[src/rtl/alu_cmd_sequencer_pkg.sv]
// Shared types for the ALU command sequencer: FSM states, command kinds and the packed command word.
package alu_cmd_sequencer_pkg;

  typedef enum logic [1:0] {
    ST_IDLE  = 2'd0,
    ST_ISSUE = 2'd1,
    ST_WRITE = 2'd2,
    ST_RESP  = 2'd3
  } state_t;

  localparam logic CMD_KIND_ALU  = 1'b0;
  localparam logic CMD_KIND_LOAD = 1'b1;

  typedef struct packed {
    logic       kind;
    logic [1:0] op;
    logic [3:0] src1;
    logic [3:0] src2;
    logic [3:0] dst;
    logic [3:0] imm;
    logic       wb;
  } cmd_t;

  localparam int CMD_W = $bits(cmd_t);

endpackage

[src/rtl/alu_cmd_sequencer_cmd_fifo.sv]
// Synchronous command FIFO; an occupancy count register disambiguates full from empty.
module cmd_fifo #(
  parameter int WIDTH = 20,
  parameter int DEPTH = 4
) (
  input  logic                     clock,
  input  logic                     reset_n,
  input  logic                     push,
  input  logic                     pop,
  input  logic [WIDTH-1:0]         wdata,
  output logic [WIDTH-1:0]         rdata,
  output logic                     full,
  output logic                     empty,
  output logic [$clog2(DEPTH):0]   count
);

  localparam int AW = $clog2(DEPTH);

  logic [WIDTH-1:0] mem [DEPTH];
  logic [AW-1:0]    wr_ptr;
  logic [AW-1:0]    rd_ptr;
  logic             do_push;
  logic             do_pop;

  assign full    = (count == (AW+1)'(DEPTH));
  assign empty   = (count == '0);
  assign do_push = push && !full;
  assign do_pop  = pop && !empty;
  assign rdata   = mem[rd_ptr];

  always_ff @(posedge clock) begin
    if (!reset_n) begin
      wr_ptr <= '0;
      rd_ptr <= '0;
      count  <= '0;
    end else begin
      if (do_push) wr_ptr <= wr_ptr + AW'(1);
      if (do_pop)  rd_ptr <= rd_ptr + AW'(1);
      case ({do_push, do_pop})
        2'b10:   count <= count + (AW+1)'(1);
        2'b01:   count <= count - (AW+1)'(1);
        default: count <= count;
      endcase
    end
  end

  // Storage carries no reset; only pointers and count define the contents.
  always_ff @(posedge clock) begin
    if (do_push) mem[wr_ptr] <= wdata;
  end

endmodule

[src/rtl/alu_cmd_sequencer.sv]
// Sequences buffered LOAD/ALU commands onto the regfile+ALU datapath pins and returns one response each.
module alu_cmd_sequencer
  import alu_cmd_sequencer_pkg::*;
#(
  parameter int FIFO_DEPTH = 4,
  parameter int DP_LAT     = 1
) (
  input  logic       clock,
  input  logic       reset_n,
  input  logic       cmd_valid,
  output logic       cmd_ready,
  input  logic       cmd_kind,
  input  logic [1:0] cmd_op,
  input  logic [3:0] cmd_src1,
  input  logic [3:0] cmd_src2,
  input  logic [3:0] cmd_dst,
  input  logic [3:0] cmd_imm,
  input  logic       cmd_wb,
  output logic       rsp_valid,
  input  logic       rsp_ready,
  output logic [4:0] rsp_result,
  output logic [3:0] dp_addr,
  output logic [3:0] dp_data,
  output logic       dp_we,
  output logic [3:0] dp_addrop1,
  output logic [3:0] dp_addrop2,
  output logic [1:0] dp_opcode,
  output logic       dp_sel,
  input  logic [4:0] dp_out,
  output logic       busy
);

  localparam int CW = $clog2(DP_LAT + 1);

  state_t                      state;
  logic                        started;
  logic [CW-1:0]               lat_cnt;
  logic [4:0]                  result_q;
  logic                        wb_q;
  logic [3:0]                  dst_q;
  cmd_t                        cmd_in;
  cmd_t                        head;
  logic [CMD_W-1:0]            fifo_rdata;
  logic                        fifo_full;
  logic                        fifo_empty;
  logic [$clog2(FIFO_DEPTH):0] fifo_count;
  logic                        push;
  logic                        pop;

  assign cmd_in = '{kind: cmd_kind, op: cmd_op, src1: cmd_src1, src2: cmd_src2,
                    dst: cmd_dst, imm: cmd_imm, wb: cmd_wb};
  assign head   = cmd_t'(fifo_rdata);

  // started keeps cmd_ready low through the reset edge without a combinational path from reset_n.
  assign cmd_ready = started && !fifo_full;
  assign push      = cmd_valid && cmd_ready;
  assign pop       = (state == ST_IDLE) && !fifo_empty;
  assign busy      = (state != ST_IDLE) || (fifo_count != '0);

  cmd_fifo #(.WIDTH(CMD_W), .DEPTH(FIFO_DEPTH)) u_fifo (
    .clock   (clock),
    .reset_n (reset_n),
    .push    (push),
    .pop     (pop),
    .wdata   (cmd_in),
    .rdata   (fifo_rdata),
    .full    (fifo_full),
    .empty   (fifo_empty),
    .count   (fifo_count)
  );

  always_ff @(posedge clock) begin
    if (!reset_n) begin
      state      <= ST_IDLE;
      started    <= 1'b0;
      lat_cnt    <= '0;
      rsp_valid  <= 1'b0;
      rsp_result <= '0;
      dp_addr    <= '0;
      dp_data    <= '0;
      dp_we      <= 1'b0;
      dp_addrop1 <= '0;
      dp_addrop2 <= '0;
      dp_opcode  <= '0;
      dp_sel     <= 1'b0;
    end else begin
      started <= 1'b1;
      case (state)
        ST_IDLE: begin
          if (!fifo_empty) begin
            wb_q  <= head.wb;
            dst_q <= head.dst;
            if (head.kind == CMD_KIND_LOAD) begin
              state    <= ST_WRITE;
              dp_we    <= 1'b1;
              dp_addr  <= head.dst;
              dp_data  <= head.imm;
              result_q <= {1'b0, head.imm};
            end else begin
              state      <= ST_ISSUE;
              lat_cnt    <= CW'(DP_LAT);
              dp_sel     <= 1'b1;
              dp_addrop1 <= head.src1;
              dp_addrop2 <= head.src2;
              dp_opcode  <= head.op;
            end
          end
        end
        ST_ISSUE: begin
          if (lat_cnt == CW'(1)) begin
            result_q   <= dp_out;
            dp_sel     <= 1'b0;
            dp_addrop1 <= '0;
            dp_addrop2 <= '0;
            dp_opcode  <= '0;
            if (wb_q) begin
              state   <= ST_WRITE;
              dp_we   <= 1'b1;
              dp_addr <= dst_q;
              dp_data <= dp_out[3:0];
            end else begin
              state      <= ST_RESP;
              rsp_valid  <= 1'b1;
              rsp_result <= dp_out;
            end
          end else begin
            lat_cnt <= lat_cnt - CW'(1);
          end
        end
        ST_WRITE: begin
          state      <= ST_RESP;
          dp_we      <= 1'b0;
          dp_addr    <= '0;
          dp_data    <= '0;
          rsp_valid  <= 1'b1;
          rsp_result <= result_q;
        end
        ST_RESP: begin
          if (rsp_ready) begin
            state      <= ST_IDLE;
            rsp_valid  <= 1'b0;
            rsp_result <= '0;
          end
        end
        default: state <= ST_IDLE;
      endcase
    end
  end

endmodule
[config.mk]
export PLATFORM = sky130hd
export DESIGN_NAME = alu_cmd_sequencer
export DESIGN_NICKNAME = d
export VERILOG_FILES = /design/src/rtl/alu_cmd_sequencer_pkg.sv /design/src/rtl/alu_cmd_sequencer_cmd_fifo.sv /design/src/rtl/alu_cmd_sequencer.sv
export SDC_FILE = /design/constraint.sdc
export NUM_CORES = 1
export LEC_CHECK = 0
export BUFFER_PORTS_ARGS = -buffer_cell sky130_fd_sc_hd__buf_2
export CAP_MARGIN = 30
export CORE_ASPECT_RATIO = 2
export CORE_MARGIN = 2
export CORE_UTILIZATION = 60
export DETAILED_ROUTE_END_ITERATION = 10
export PLACE_DENSITY = 0.81
export SLEW_MARGIN = 20
export SYNTH_ARGS = -nofsm -noshare
export SYNTH_HDL_FRONTEND = slang
export SYNTH_SLANG_ARGS = --single-unit
[constraint.sdc]
create_clock -name clock -period 5.24 [get_ports clock]
set_input_delay 0.262 -clock clock [delete_from_list [all_inputs] [get_ports clock]]
set_output_delay 0.262 -clock clock [all_outputs]
set_load 0.01 [all_outputs]
==> impl_results.html <==
<table>
<tr><th>Metric</th><th>Value</th></tr>
<tr><th colspan="2">Synthesis</th></tr>
<tr><td>Top cell type's share of synthesized area</td><td>52.4%</td></tr>
<tr><td>Number of distinct library cells after synthesis</td><td>46</td></tr>
<tr><td>Proportion of synthesized flip-flops having asynchronous set or reset</td><td>0%</td></tr>
<tr><td>Number of enable flip-flop cells after synthesis</td><td>90</td></tr>
<tr><td>Seq/Total Area, Yosys</td><td>67.5%</td></tr>
<tr><td>Yosys top cell by area</td><td>sky130_fd_sc_hd__edfxtp_1</td></tr>
<tr><td>Dominant synthesized flop cell</td><td>sky130_fd_sc_hd__edfxtp_1</td></tr>
<tr><td>Count leader, synth</td><td>sky130_fd_sc_hd__edfxtp_1</td></tr>
<tr><td>Mean instance size in the synthesized netlist</td><td>15.6 sq um</td></tr>
<tr><td>Flop and latch count out of synthesis</td><td>129</td></tr>
<tr><td>Synthesized area</td><td>0.00516 sq mm</td></tr>
<tr><td>Syn Nets</td><td>371</td></tr>
<tr><td>Cells after Synth</td><td>331</td></tr>
<tr><td>Commonest cells in the netlist</td><td>90 x sky130_fd_sc_hd__edfxtp_1, 39 x sky130_fd_sc_hd__dfxtp_1, 20 x sky130_fd_sc_hd__mux4_2, 19 x sky130_fd_sc_hd__inv_1, 17 x sky130_fd_sc_hd__nor2_1</td></tr>
<tr><td>Synth top area cells</td><td>sky130_fd_sc_hd__edfxtp_1 52%, sky130_fd_sc_hd__dfxtp_1 15%, sky130_fd_sc_hd__mux4_2 8.7%, sky130_fd_sc_hd__ha_1 2.4%, sky130_fd_sc_hd__a311oi_2 2.3%</td></tr>
<tr><td>Number of synthesis warnings</td><td>0</td></tr>
<tr><th colspan="2">Drt</th></tr>
<tr><td>Wirelength per Cell</td><td>20.6 um</td></tr>
<tr><td>Total via count after detailed routing</td><td>3066</td></tr>
<tr><td>Number of routed nets with antenna violations</td><td>0</td></tr>
<tr><td>Number of DRC markers in iteration 0</td><td>226</td></tr>
<tr><td>Number of optimization iterations in the first detailed-route pass</td><td>4</td></tr>
<tr><td>Total routed wirelength</td><td>10500 um</td></tr>
<tr><td># DRC</td><td>0</td></tr>
<tr><td>Average via count per standard cell</td><td>6.02</td></tr>
<tr><th colspan="2">Setup path</th></tr>
<tr><td>Worst Setup Path Type</td><td>reg2reg</td></tr>
<tr><td>Flop-to-flop setup slack</td><td>2.71 ns</td></tr>
<tr><td>Crit path DAT</td><td>2.83 ns</td></tr>
<tr><td>Worst-path fanout max</td><td>10</td></tr>
<tr><td>CP required</td><td>5.54 ns</td></tr>
<tr><td>Critical Path Source Type</td><td>register</td></tr>
<tr><td>Critical Path End Type</td><td>register</td></tr>
<tr><th colspan="2">CTS</th></tr>
<tr><td>Setup Fix Bufs, Post-CTS</td><td>0</td></tr>
<tr><td>Source-to-sink clock delay at the later pin of the worst-skew pair</td><td>0.40 ns</td></tr>
<tr><td>Number of sinks driven by the clock tree</td><td>129</td></tr>
<tr><td>Resized Gates After CTS</td><td>0</td></tr>
<tr><td>Clock buffer count from CTS</td><td>17</td></tr>
<tr><td>Number of buffers added to fix hold violations after cts</td><td>0</td></tr>
<tr><td>CTS Root Cell</td><td>sky130_fd_sc_hd__clkbuf_16</td></tr>
<tr><td>Clock input transition at the sequential cells of the worst setup and hold paths</td><td>0.06 ns</td></tr>
<tr><td>H-tree lvl count</td><td>4</td></tr>
<tr><td>Clock Tree Buf Depth</td><td>2</td></tr>
<tr><td>CTS tree</td><td>done</td></tr>
<tr><th colspan="2">Die</th></tr>
<tr><td>Die Ht</td><td>135 um</td></tr>
<tr><td>Die area</td><td>0.00940 sq mm</td></tr>
<tr><td>Die outline width</td><td>69.6 um</td></tr>
<tr><td>Total core area</td><td>0.00829 sq mm</td></tr>
<tr><td>Number of I/O pins</td><td>57</td></tr>
<tr><td>Std-Cell Rows</td><td>47</td></tr>
<tr><td>Starting density of the core</td><td>62.2%</td></tr>
<tr><th colspan="2">Pwr</th></tr>
<tr><td>Maximum vdd ir drop</td><td>463 uV</td></tr>
<tr><td>Post-layout total power</td><td>3.48 mW</td></tr>
<tr><td>PwrDens</td><td>559 mW/mm^2</td></tr>
<tr><td>Leak</td><td>2.29 nW</td></tr>
<tr><th colspan="2">STA</th></tr>
<tr><td>Minimum clock period after layout</td><td>2.53 ns</td></tr>
<tr><td>Clock skew after layout</td><td>0.00835 ns</td></tr>
<tr><td># setup viols final</td><td>0</td></tr>
<tr><td>Unrepaired setup endpoints after global routing</td><td>no</td></tr>
<tr><td>Remaining max-slew budget at the tightest pin</td><td>49.4%</td></tr>
<tr><td>Max Clk Rate</td><td>0.395 GHz</td></tr>
<tr><td>Final number of max-transition violations</td><td>0</td></tr>
<tr><td>Setup Total Neg Slack</td><td>0 ns</td></tr>
<tr><td>Slew of the pin with the lowest slew margin</td><td>0.757 ns</td></tr>
<tr><td>Crit share post-route</td><td>48.3%</td></tr>
<tr><td>Hold slack</td><td>0.0715 ns</td></tr>
<tr><td>Hold Fails Final Rpt</td><td>0</td></tr>
<tr><th colspan="2">Final layout</th></tr>
<tr><td>Total of fill cells in the finished design</td><td>483</td></tr>
<tr><td>Proportion of layout cells with a drive suffix above 1</td><td>33.1%</td></tr>
<tr><td>Post-layout net count</td><td>438</td></tr>
<tr><td>Antenna diodes</td><td>0</td></tr>
<tr><td>Area grow syn2layout</td><td>20.5%</td></tr>
<tr><td>Fin cells</td><td>509</td></tr>
<tr><th colspan="2">Global routing</th></tr>
<tr><td>Initial antenna violation count</td><td>0</td></tr>
<tr><td>Total track usage</td><td>24.1%</td></tr>
<tr><td>Largest net degree at the start of global routing</td><td>28</td></tr>
<tr><td>Wire length of the first global-routing pass</td><td>16500 um</td></tr>
<tr><td>Aggregate global routing overflow</td><td>0</td></tr>
<tr><td>Number of global-route vias before repair</td><td>3213</td></tr>
<tr><th colspan="2">Placed design</th></tr>
<tr><td>Placer congestion estimate</td><td>0.784</td></tr>
<tr><td>Number of placed instances, taps included</td><td>475</td></tr>
<tr><td>Port bufs</td><td>56</td></tr>
<tr><td>Total half-perimeter wirelength after legalization and detailed placement</td><td>6250 um</td></tr>
<tr><th colspan="2">Status</th></tr>
<tr><td>Result of the run</td><td>completed</td></tr>
<tr><th colspan="2">Min path</th></tr>
<tr><td>Hold WC Path Type</td><td>in2reg</td></tr>
<tr><th colspan="2">Job</th></tr>
<tr><td>Max-cap viol count</td><td>0</td></tr>
</table>
-- cell families (layout without fill, tap and decap cells) --
kind of cell	after synthesis	in the layout	share of synthesized area, %
and+or+nand+nor	70	70	7.68
adders and majority gates	11	11	2.81
xor gates and xnor gates	5	5	0.849
AOI/OAI and AO/OA	55	55	8.32
buffers and inverters	36	116	3.05
muxes	25	25	9.79
DFF	129	129	67.5
-- flip-flops by register name, summed over array words and instances, names as in the netlist, 2 cells and up, named ones only --
signal	count
state	2
result_q	5
dp_addrop1	4
dp_addr	4
dp_addrop2	4
dp_opcode	2
u_fifo.count	3
rsp_result	5
u_fifo.wr_ptr	2
dst_q	4
dp_data	4
u_fifo.rd_ptr	2
u_fifo.mem	80
-- worst max-delay path: stages (launching register included) --
cell	delay, ns
sky130_fd_sc_hd__dfxtp_1	0.34
sky130_fd_sc_hd__inv_1	0.13
sky130_fd_sc_hd__ha_1	0.39
sky130_fd_sc_hd__o31a_2	0.29
sky130_fd_sc_hd__and2_1	0.33
sky130_fd_sc_hd__or3b_1	0.60
sky130_fd_sc_hd__o22ai_1	0.34
-- per-stage QoR --
step / utilization [%] / cell area, sq um / setup WS (ns)
final: 75.0 / 6220 / 2.71
after global routing: 75.0 / 6220 / 2.57
after CTS: 74.7 / 6200 / 2.50
after detailed placement: 67.0 / 5560 / 2.53
after global placement: 66.2 / 5490 / 2.59
after floorplan: - / 5160 / 3.00
-- path summary, 6_finish.rpt --
| kind | depth (start not counted) | endpoint | startpoint |
|---|---|---|---|
| max | 6 | dp_addrop1[1] | state[0] |
| min reg2reg | 2 | dp_addrop1[2] | dp_addrop1[2] |
| max reg2reg | 6 | dp_addrop1[1] | state[0] |
| min | 1 | u_fifo.mem[0][8] | cmd_dst[3] |
-- final cells by class --
type	count	area [sq um]	share of cell area (%)
Tap cell	98	123	1.97
Clock buffer	25	548	8.81
Timing Repair Buffer	63	368	5.92
Clock inverter	7	91.3	1.47
Sequential cell	129	3480	56.0
Multi-Input combinational cell	166	1530	24.5
Inverter	21	78.8	1.27
-- cells in the final DEF (no fill, tap or decap), types with 6 or more instances in the layout --
master                      count
sky130_fd_sc_hd__a21oi_1       15
sky130_fd_sc_hd__nand2_1       13
sky130_fd_sc_hd__ha_1          10
sky130_fd_sc_hd__inv_1         19
sky130_fd_sc_hd__buf_2         56
sky130_fd_sc_hd__dfxtp_1       39
sky130_fd_sc_hd__nor2_1        17
sky130_fd_sc_hd__clkbuf_16     19
sky130_fd_sc_hd__nand3_1        8
sky130_fd_sc_hd__o22ai_1       10
sky130_fd_sc_hd__a211oi_1       6
sky130_fd_sc_hd__nand2b_1      13
sky130_fd_sc_hd__edfxtp_1      90
sky130_fd_sc_hd__mux4_2        20
sky130_fd_sc_hd__a311oi_2       8
-- report_power, final --
| group | leakage [nW] | switching (mW) | internal (mW) | total [mW] |
|---|---|---|---|---|
| sequential | 1.14 | 0.0848 | 1.25 | 1.34 |
| clock | 0.316 | 0.407 | 0.819 | 1.23 |
| combinational | 0.838 | 0.519 | 0.393 | 0.913 |
-- layer usage --
metal | track usage, % | share of wire [%] | up-vias
li1 | - | - | 1395
met1 | 25.0 | 36 | 1543
met2 | 44.2 | 57 | 110
met3 | 7.51 | 4.7 | 18
met4 | 10.1 | 2.3 | 0
met5 | 0 | 0 | -
Note: power is estimated with default switching activity, not from simulation.
